[src/rtl/pipe_skid_stage_pkg.sv]
// pipe_skid_stage_pkg: shared pipeline types for skid-buffered stages
package pipe_skid_stage_pkg;
  localparam int OCC_W = 2;
  typedef enum logic [1:0] {
    EMPTY = 2'd0,
    ONE   = 2'd1,
    FULL  = 2'd2
  } skid_state_t;
  function automatic logic [OCC_W-1:0] occ_of(input skid_state_t s);
    return s == FULL ? 2'd2 : s == ONE ? 2'd1 : 2'd0;
  endfunction
endpackage

[src/rtl/pipe_skid_stage.sv]
// pipe_skid_stage: two-entry skid buffer with registered handshake, flush and stall statistics
module pipe_skid_stage
  import pipe_skid_stage_pkg::*;
#(
  parameter int DATA_W = 32,
  parameter logic [DATA_W-1:0] RESET_VALUE = '0,
  parameter int CNT_W = 16
) (
  input  logic              clk,
  input  logic              reset,
  input  logic              in_valid,
  input  logic [DATA_W-1:0] in_data,
  output logic              in_ready,
  output logic              out_valid,
  output logic [DATA_W-1:0] out_data,
  input  logic              out_ready,
  input  logic              flush,
  input  logic              clr_stats,
  output logic [OCC_W-1:0]  occupancy,
  output logic [CNT_W-1:0]  stall_cnt
);
  skid_state_t state, state_nxt;
  logic [DATA_W-1:0] skid;
  logic in_fire, out_fire, main_from_in, main_from_skid, skid_from_in;
  assign in_fire = in_valid & in_ready;
  assign out_fire = out_valid & out_ready;
  assign main_from_in = !flush & in_fire & (state == EMPTY | (state == ONE & out_fire));
  assign main_from_skid = !flush & out_fire & state == FULL;
  assign skid_from_in = !flush & in_fire & !out_fire & state == ONE;
  // next state; flush squashes everything, including a beat accepted this cycle
  always_comb begin
    state_nxt = flush ? EMPTY :
                state == EMPTY ? (in_fire ? ONE : EMPTY) :
                state == ONE ? (in_fire && !out_fire ? FULL : !in_fire && out_fire ? EMPTY : ONE) :
                (out_fire ? ONE : FULL);
  end
  // state, registered handshake outputs and payload registers
  always_ff @(posedge clk or posedge reset) begin
    if (reset) begin
      state     <= EMPTY;
      out_valid <= 1'b0;
      in_ready  <= 1'b1;
      occupancy <= '0;
      out_data  <= RESET_VALUE;
      skid      <= RESET_VALUE;
    end else begin
      state     <= state_nxt;
      out_valid <= state_nxt != EMPTY;
      in_ready  <= state_nxt != FULL;
      occupancy <= occ_of(state_nxt);
      out_data  <= main_from_in ? in_data : main_from_skid ? skid : out_data;
      skid      <= skid_from_in ? in_data : skid;
    end
  end
  // saturating count of cycles where a held beat is refused downstream
  always_ff @(posedge clk or posedge reset) begin
    if (reset) stall_cnt <= '0;
    else if (clr_stats) stall_cnt <= '0;
    else if (out_valid && !out_ready && !(&stall_cnt)) stall_cnt <= stall_cnt + 1'b1;
  end
endmodule

[config.mk]
export PLATFORM = sky130hd
export DESIGN_NAME = pipe_skid_stage
export DESIGN_NICKNAME = d
export VERILOG_FILES = /design/src/rtl/pipe_skid_stage_pkg.sv /design/src/rtl/pipe_skid_stage.sv
export SDC_FILE = /design/constraint.sdc
export NUM_CORES = 1
export LEC_CHECK = 0
export BUFFER_PORTS_ARGS = -buffer_cell sky130_fd_sc_hd__buf_2
export CAP_MARGIN = 25
export CORE_ASPECT_RATIO = 0.6
export CORE_MARGIN = 1.5
export CORE_UTILIZATION = 40
export CTS_CLUSTER_DIAMETER = 60
export CTS_CLUSTER_SIZE = 28
export DETAILED_ROUTE_END_ITERATION = 7
export GPL_TIMING_DRIVEN = 0
export PLACE_DENSITY_LB_ADDON = 0.08
export SETUP_SLACK_MARGIN = 0.15
export SYNTH_ARGS = -nofsm -noshare
export SYNTH_HDL_FRONTEND = slang
export SYNTH_SLANG_ARGS = --single-unit
export TNS_END_PERCENT = 50
[constraint.sdc]
create_clock -name clk -period 3.5 [get_ports clk]
set_input_delay 0.7 -clock clk [delete_from_list [all_inputs] [get_ports clk]]
set_output_delay 0.7 -clock clk [all_outputs]
set_load 0.01 [all_outputs]
# After elaboration in Yosys (flattened, before gate mapping)
# Cells that the tools add are included.
[word_totals]
ff_bits = 86
input_bits = 38
output_inout_bits = 52
elab_cells = 50
[classes]
add_sub_neg = 1
n_eq_ne = 5
mux = 13
n_bitwise = 10
reduce_logical = 14
[ops]
columns = ["op", "n"]
rows = [
  ["32-bit two-way mux", 2],
  ["16-bit two-way mux", 2],
  ["16-bit by 1-bit adder with 16-bit output, second input constant", 1],
  ["16-bit AND reduction", 1],
  ["2-bit two-way mux", 6],
  ["1-bit AND", 9],
  ["2-bit nonzero test", 3],
  ["1-bit logical NOT", 5],
  ["2-bit by 1-bit equality test with 1-bit output, second input constant", 2],
  ["2-bit equality test, second input constant", 2],
  ["1-bit logical AND", 4],
  ["1-bit two-way mux", 3],
  ["2-bit logical NOT", 1],
  ["2-bit != test, second input constant", 1],
  ["1-bit OR", 1],
]

# Logic depth before layout (Yosys ltp)
# Gate-level depths: netlist of run 1.
[logic_depth]
depth_word = 11
mapped_depth = 6
ltp_nobuf = 6

# Least setup slack after synthesis of run 1
# OpenSTA, ideal clock, no wires.
[synth_timing]
kind = "input-to-reg"
from = "in out_ready"
to = "reg out_data[29]"
setup_ns = 0.126
arrival_ns = 1.837
required_ns = 3.374
slack_ns = 1.537
stages = 5
path_buffers = 1
cell_sequence = "nand2_2 -> or4b_1 -> clkbuf_1 -> and2_4 -> a221o_1"
[synth_via]
elab_chain_len = 5
elab_cells_between_ends = 8
cone_classes = "mux (1); bitwise (6); reduce/logical (1)"
[synth_lines]
columns = ["item", "line_no", "rtl"]
rows = [
  ["start: declaration", "pipe_skid_stage.sv:16", "input logic out_ready,"],
  ["1-bit AND *", "pipe_skid_stage.sv:26", "assign out_fire = out_valid & out_ready;"],
  ["1-bit AND", "pipe_skid_stage.sv:27", "assign main_from_in = !flush & in_fire & (state == EMPTY | (state == ONE & out_fire));"],
  ["1-bit OR", "pipe_skid_stage.sv:27", ""],
  ["1-bit AND", "pipe_skid_stage.sv:27", ""],
  ["32-bit two-way mux or 2-bit nonzero test (tied branches)", "--", ""],
  ["end signal: assignment", "pipe_skid_stage.sv:51", "out_data <= main_from_in ? in_data : main_from_skid ? skid : out_data;"],
  ["end: declaration", "pipe_skid_stage.sv:15", "output logic [DATA_W-1:0] out_data,"],
]
# Every way passes the cells marked *; elsewhere a longest branch is shown, timed or not.
# A chain may end at the register's enable or synchronous reset.

# Worst setup path after layout of run 1
[layout_timing]
from = "reg stall_cnt[8]"
to = "reg stall_cnt[0]"
[layout_via]
elab_chain_len = 4
[layout_lines]
columns = ["item", "line_no", "rtl"]
rows = [
  ["start: declaration", "pipe_skid_stage.sv:20", "output logic [CNT_W-1:0] stall_cnt"],
  ["start signal: assignment", "pipe_skid_stage.sv:59", "else if (out_valid && !out_ready && !(&stall_cnt)) stall_cnt <= stall_cnt + 1'b1;"],
  ["16-bit AND reduction", "pipe_skid_stage.sv:59", ""],
  ["1-bit logical NOT", "pipe_skid_stage.sv:59", ""],
  ["1-bit logical AND", "pipe_skid_stage.sv:59", ""],
  ["2-bit nonzero test (no line)", "--", ""],
]
# Every way passes these cells.

==> impl_results.md, run 1 <==
* Status: finished, final reports clean
* Root Buffer: clkbuf_16
* Netlist cell types at 43
* Die Y-Extent at 79.3 µm
* Final cycle utilization of the critical path at 0.597
* WL/cell at 15.3 µm
* Yosys warns at 0
* Hold Buf Count CTS at 0
* Global route total overflow at 0
* DR vias/cell at 5.21
* DRC viols at 0
* Area of the multi-input gates at 1620 µm²
* Initial core utilization at 0.418
* Worst Path Required at 3.73 ns
* Worst vdd ir at 0.357 mV
* Final Hold Fails at 0
* Leakage at 0.00225 µW
* Area growth syn-to-layout at 25.1%
* Vias at 2,978
* Max-cap violation count at 0
* Nets at 477
* IO Count at 90
* GPL Wtd Cong at 0.826
* Final slew viol count at 0
* Setup TNS at 0 ns
* Drt total wl at 8770 µm
* Netlist area before placement at 3880 µm²
* Dpl cells at 556
* First-pass GRT wire length at 14,500 µm
* Worst Max-Slew Pin Slew at 0.750 ns
* Die ar. at 10,300 µm²
* CP endpoint kind: flop
* CTS clk-pin slew, worst paths at 0.06 ns
* Clock skew at 0.00476 ns
* Core Region at 9290 µm²
* Critical-path cell list: nand4_1 -> nor4_1 -> nor3b_1 -> mux2_2
* Post-detail-place hpwl at 6080 µm
* Min cycle time layout at 2.09 ns
* PostCTS Resize Cnt at 0
* Post-route cell area at 4850 µm²
* Syn Inst Count at 337
* DR pass1 iterations at 4
* FP Rows at 27
* Die width at 130 µm
* Synth Net Count at 377
* # Post-CTS Setup Buffers at 0
* CP Class: reg2reg
* Share of layout cells above drive strength 1 at 0.337
* Power per cell area at 725 nW/µm²
* CTS buffer count at 9
* Fillers at 850
* Final core utilization at 0.522
* Clk sinks at 86
* Syn Area/Cell at 11.5 µm²
* Initial antenna violation count at 0
* Total track usage at 0.187
* Top cells by area, synth: dfrtp_1, mux2_2, mux2i_1
* Register area share after synthesis at 0.555
* Antenna diodes at 0
* Pin count of the biggest net entering global routing at 49
* Vias in the first global route at 2,827
* Yosys top cell by area: dfrtp_1
* RSZ-0062 raised after global routing: no
* Yosys reg bits at 86
* Worst-Skew Late Latency at 0.34 ns
* Hold_ws at 0.398 ns
* Setup violations, final at 0
* CTS max path bufs at 2
* Post-DP Area at 4510 µm²
* H-tree depth at 3
* Highest clock rate at 479 MHz
* Slew margin rel. at 0.495
* Peak fanout along the critical path at 8
* CP peak stage delay at 0.75 ns
* Slowest stage cell, crit path: nor4_1
* Fin cells at 572
* Startpoint class of the critical path: flop
* Initial DRC count at 163
* Yosys top cell area share at 0.548
* TritonCTS clock tree: built
* Worst path arrival time at 2.32 ns
* Post-detailed-route count of antenna-violating nets at 0
* Number of I/O port buffers at 88
* Reg area at 2150 µm²
* Hold Path Class: in2async
==> registers in the layout, indices dropped and copies added (netlist names) <==
name,flops
occupancy,2
out_valid,1
in_ready,1
skid,32
state,2
stall_cnt,16
out_data,32
==> synthesized netlist by cell type (all sizes together) <==
cell / count
a211o: 1
a211oi: 2
a21o: 1
a21oi: 12
a221o: 2
a31oi: 2
and2: 3
and3: 2
and4: 1
and4b: 1
buf: 9
clkbuf: 10
dfrtp: 85
dfstp: 1
ha: 2
inv: 7
mux2: 35
mux2i: 31
nand2: 11
nand2b: 3
nand3: 35
nand3b: 3
nand4: 3
nand4b: 1
nor2: 10
nor2b: 2
nor3: 2
nor3b: 1
nor4: 2
o211ai: 1
o21ai: 35
o21bai: 1
o31ai: 6
o41ai: 1
or3: 6
or4: 6
or4b: 1
==> critical path, delay by kind of cell (launching register included) <==
| family | cells | cell delay [ns] |
|---|---|---|
| DFF | 1 | 0.44 |
| and+or+nand+nor | 3 | 1.22 |
| muxes | 1 | 0.31 |
==> layout make-up <==
class / instances / area share
plain buffers: 19 / 0.0160
repair buffers: 89 / 0.0965
clock buffers: 11 / 0.0480
multi-input cells: 225 / 0.334
inverters: 7 / 0.00593
clock inverters: 5 / 0.0219
flip-flops and latches: 86 / 0.444
well taps: 130 / 0.0335
==> stage by stage <==
step / power, µW / worst slack, ns
2_1_floorplan: 2110 / 0.580
3_3_place_gp: 2420 / -0.614
3_5_place_dp: 2460 / 1.09
4_1_cts: 3580 / 1.44
5_1_grt: 3750 / 1.23
6_report: 3520 / 1.41
==> path summary, 6_finish.rpt <==
check | start | to | cells past startpoint | slack (ns)
setup / recovery | stall_cnt[8] | stall_cnt[0] | 4 | 1.41
setup reg to reg | stall_cnt[8] | stall_cnt[0] | 4 | 1.41
hold / removal | reset | skid[22] | 2 | 0.40
hold reg to reg | out_data[18] | out_data[18] | 2 | 0.49
min in group clk | out_data[18] | out_data[18] | 2 | 0.49
max in group asynchronous | reset | in_ready | 3 | 2.44
==> per-layer routing <==
layer  up-vias  part of all wire  track usage
li1       1440                 -            -
met1      1443              0.50        0.261
met4         0             0.013       0.0667
met3        10             0.072       0.0606
met2        85              0.41        0.271
met5         -                 0            0
==> kinds of logic after synthesis <==
kind of cell | count (synthesis) | share of synthesized area
fa+ha+maj | 2 | 0.00645
buf+inv | 26 | 0.0268
mux | 66 | 0.182
flops | 86 | 0.555
compound gates | 64 | 0.0961
simple gates | 93 | 0.134
==> cell usage in the layout (no fill, tap or decap), drive strengths merged <==
master and count:
a31oi 2, o21bai 1, and4b 1, or3 6, o31ai 6, and3 2
a21oi 12, or4 6, nor3b 1, a21o 1, o41ai 1, and2 3
clkinvlp 1, dfstp 1, buf 98, nor4 2, nand4b 1, ha 2
nor2 10, or4b 1, clkbuf 21, nand3 35, dfrtp 85, a211oi 2
bufinv 3, nand4 3, a221o 2, mux2 35, mux2i 31, nor2b 2
nand2 11, nand3b 3, nor3 2, o211ai 1, nand2b 3, a211o 1
o21ai 35, inv 8, and4 1
==> report_power, final <==
group / internal (µW) / switching, µW
Combinational: 445 / 416
Sequential: 1370 / 192
Clock: 700 / 391
Note: power is estimated with default switching activity, not from simulation.
==> run 2, diff against run 1 <==
Clock period 3.5 ns to 1.8 ns, I/O delays scaled along.
==> run 2 against run 1 <==
  * First-iteration DRC count up 12%
  * Largest power group unchanged
  * Register-to-register slack worse by 1.4 ns
  * Wire length is 12% higher
  * Critical path depth grew 2
  * Clock skew hardly changed
  * Sequential share of layout area down 5.3 points
  * Utilization up 7.2 points
  * Die area is the same
==> impl_results.md, run 2 (same netlist as run 1, synthesis figures left out) <==
* Status: finished, final reports clean
* Pin count of the biggest net entering global routing at 42 (-14%)
* TritonCTS clock tree: built
* FF-to-FF setup slack at 0.009 ns (-1.40 ns)
* Fillers at 805 (-5.3%)
* Comb pwr share at 0.306 (+0.061)
* Core Region at 9290 µm² (unchanged)
* Power per cell area at 1320 nW/µm² (+83%)
* Worst path arrival time at 2.05 ns (-0.27 ns)
* Vias in the first global route at 2,988 (+5.7%)
* Most frequent cells in the layout: buf_2, dfrtp_1, nand3_1, mux2_2, o21ai_2
* Clk pwr share at 0.270 (-0.040)
* Share of layout cells above drive strength 1 at 0.516 (+0.179)
* Reg2reg end: stall_cnt[10]
* Final slew viol count at 0 (unchanged)
* Setup TNS at 0 ns (unchanged)
* GPL Wtd Cong at 0.794 (-3.9%)
* Clock skew at 0.00441 ns (-0.000351 ns)
* Worst path bufs/invs at 2 (+2)
* Leakage at 0.00255 µW (+14%)
* Initial DRC count at 183 (+12%)
* Area of the multi-input gates at 1920 µm² (+19%)
* Worst reg2reg path startpoint: out_valid
* CP endpoint kind: flop
* Drt total wl at 9860 µm (+12%)
* First-pass GRT wire length at 15,500 µm (+7.2%)
* Setup violations, final at 0 (unchanged)
* Top flop regs: out_data: 32 flops, skid: 32 flops, stall_cnt: 16 flops
* Nets at 500 (+4.8%)
* CTS buffer count at 9 (unchanged)
* CTS max path bufs at 2 (unchanged)
* Total track usage at 0.200 (+0.0133)
* H-tree depth at 3 (unchanged)
* Global route total overflow at 0 (unchanged)
* Die width at 130 µm (unchanged)
* Root Buffer: clkbuf_16
* Worst vdd ir at 0.650 mV (+82%)
* Top Family by Delay on Critical Path: simple AND/OR/NAND/NOR gates
* Post-detail-place hpwl at 6300 µm (+3.7%)
* IO Count at 90 (unchanged)
* Die Y-Extent at 79.3 µm (unchanged)
* Max-cap violation count at 0 (unchanged)
* Post-detailed-route count of antenna-violating nets at 0 (unchanged)
* Number of I/O port buffers at 88 (unchanged)
* Worst Path Required at 2.06 ns (-1.67 ns)
* Dpl cells at 557 (+0.18%)
* Worst hold start: in_data[17]
* Slowest stage cell, crit path: dfrtp_1
* Hold Path Stages at 2
* DRC viols at 0 (unchanged)
* Startpoint class of the critical path: flop
* Area growth syn-to-layout at 42.4%
* DR pass1 iterations at 4 (unchanged)
* Switching share of total power at 0.302 (+0.0178)
* CP Class: reg2reg
* Initial core utilization at 0.418 (unchanged)
* Worst r2r path cells at 6 (+2)
* Final cycle utilization of the critical path at 0.995 (+0.398)
* Switching Power at 2210 µW (+120%)
* Reg area at 2160 µm² (+0.35%)
* Min cycle time layout at 1.79 ns (-0.298 ns)
* Hold path endpoint: skid[17]
* RSZ-0062 raised after global routing: yes
* DR vias/cell at 5.26 (+1.0%)
* Final core utilization at 0.594 (+0.0722)
* Initial antenna violation count at 0 (unchanged)
* Worst Max-Slew Pin Slew at 0.593 ns (-0.157 ns)
* Worst-Skew Late Latency at 0.34 ns (about the same)
* Hold_ws at 0.267 ns (-0.131 ns)
* Seq pwr share at 0.424 (-0.021)
* Final Hold Fails at 0 (unchanged)
* WL/cell at 16.5 µm (+7.9%)
* Vias at 3,135 (+5.3%)
* Pint at 5100 µW (+100%)
* Hold Path Class: in2reg
* FP Rows at 27 (unchanged)
* Die ar. at 10,300 µm² (unchanged)
* Slew margin rel. at 0.605 (+0.109)
* CTS clk-pin slew, worst paths at 0.06 ns (about the same)
* Critical-path cell list: buf_4 -> nand3b_1 -> or3_4 -> buf_8 -> or4_4 -> a21oi_2
* Highest clock rate at 558 MHz (+17%)
* Clk sinks at 86 (unchanged)
* Peak fanout along the critical path at 8 (unchanged)
* Commonest non-fill, non-tap cell in the layout: buf_2
* Fin cells at 596 (+4.2%)
* CP peak stage delay at 0.41 ns (-0.34 ns)
## run 2: cell type report
| class | instances | area share |
|---|---|---|
| Inverter | 7 | 0.00544 |
| Antenna cell | 1 | 0.000453 |
| Multi-Input combinational cell | 225 | 0.348 |
| Timing Repair Buffer | 112 | 0.124 |
| Tap cell | 130 | 0.0295 |
| Buffer | 19 | 0.0440 |
| Sequential cell | 86 | 0.391 |
| Clock inverter | 6 | 0.0156 |
| Clock buffer | 10 | 0.0415 |
## run 2: power by group through the flow
stage / combinational (µW) / sequential, µW / clock [µW]
2_1_floorplan: 909 / 3190 / 0
3_3_place_gp: 1650 / 3040 / 0
3_5_place_dp: 1720 / 3080 / 0
4_1_cts: 2120 / 3060 / 2030
5_1_grt: 2470 / 3190 / 2110
6_report: 2240 / 3100 / 1980
## run 2: what timing repair did
item | CTS | global route
setup buffers | 16 | 2
gates cloned | 3 | 0
gates resized for setup | 117 | 37
pin swaps | 30 | 6
endpoints found under the hold margin | 8 | 0
hold buffers | 1 | 0
setup endpoints to repair | 79 | 79
## run 2: stage by stage
step           power, µW  worst slack [ns]  instance area (µm²)
2_1_floorplan       4100           -0.0128                 3880
6_report            7310           0.00872                 5520
5_1_grt             7770           -0.0459                 5520
3_5_place_dp        4800            -0.315                 4530
4_1_cts             7210            0.0439                 5360
3_3_place_gp        4700            -0.256                 4490
## run 2: per-layer routing
| metal | part of all wire | track usage | up-vias | wire length [µm] |
|---|---|---|---|---|
| met5 | 0 | 0 | - | 0 |
| met3 | 0.052 | 0.0600 | 8 | 515 |
| met2 | 0.42 | 0.277 | 80 | 4140 |
| met1 | 0.52 | 0.301 | 1560 | 5100 |
| met4 | 0.011 | 0.0533 | 0 | 107 |
| li1 | - | - | 1487 | - |
## run 2: how the worst max path moves through the flow
stage                             from       endpoint  slack [ns]  depth (start not counted)
after detailed placement     out_ready    out_data[5]       -0.32                          7
after global placement    stall_cnt[8]   stall_cnt[0]       -0.26                          4
after floorplan           stall_cnt[0]  stall_cnt[10]       -0.01                          6
after CTS                    out_valid  stall_cnt[10]        0.04                          6
final                        out_valid  stall_cnt[10]       0.009                          6
after global routing      stall_cnt[0]  stall_cnt[14]       -0.05                          6
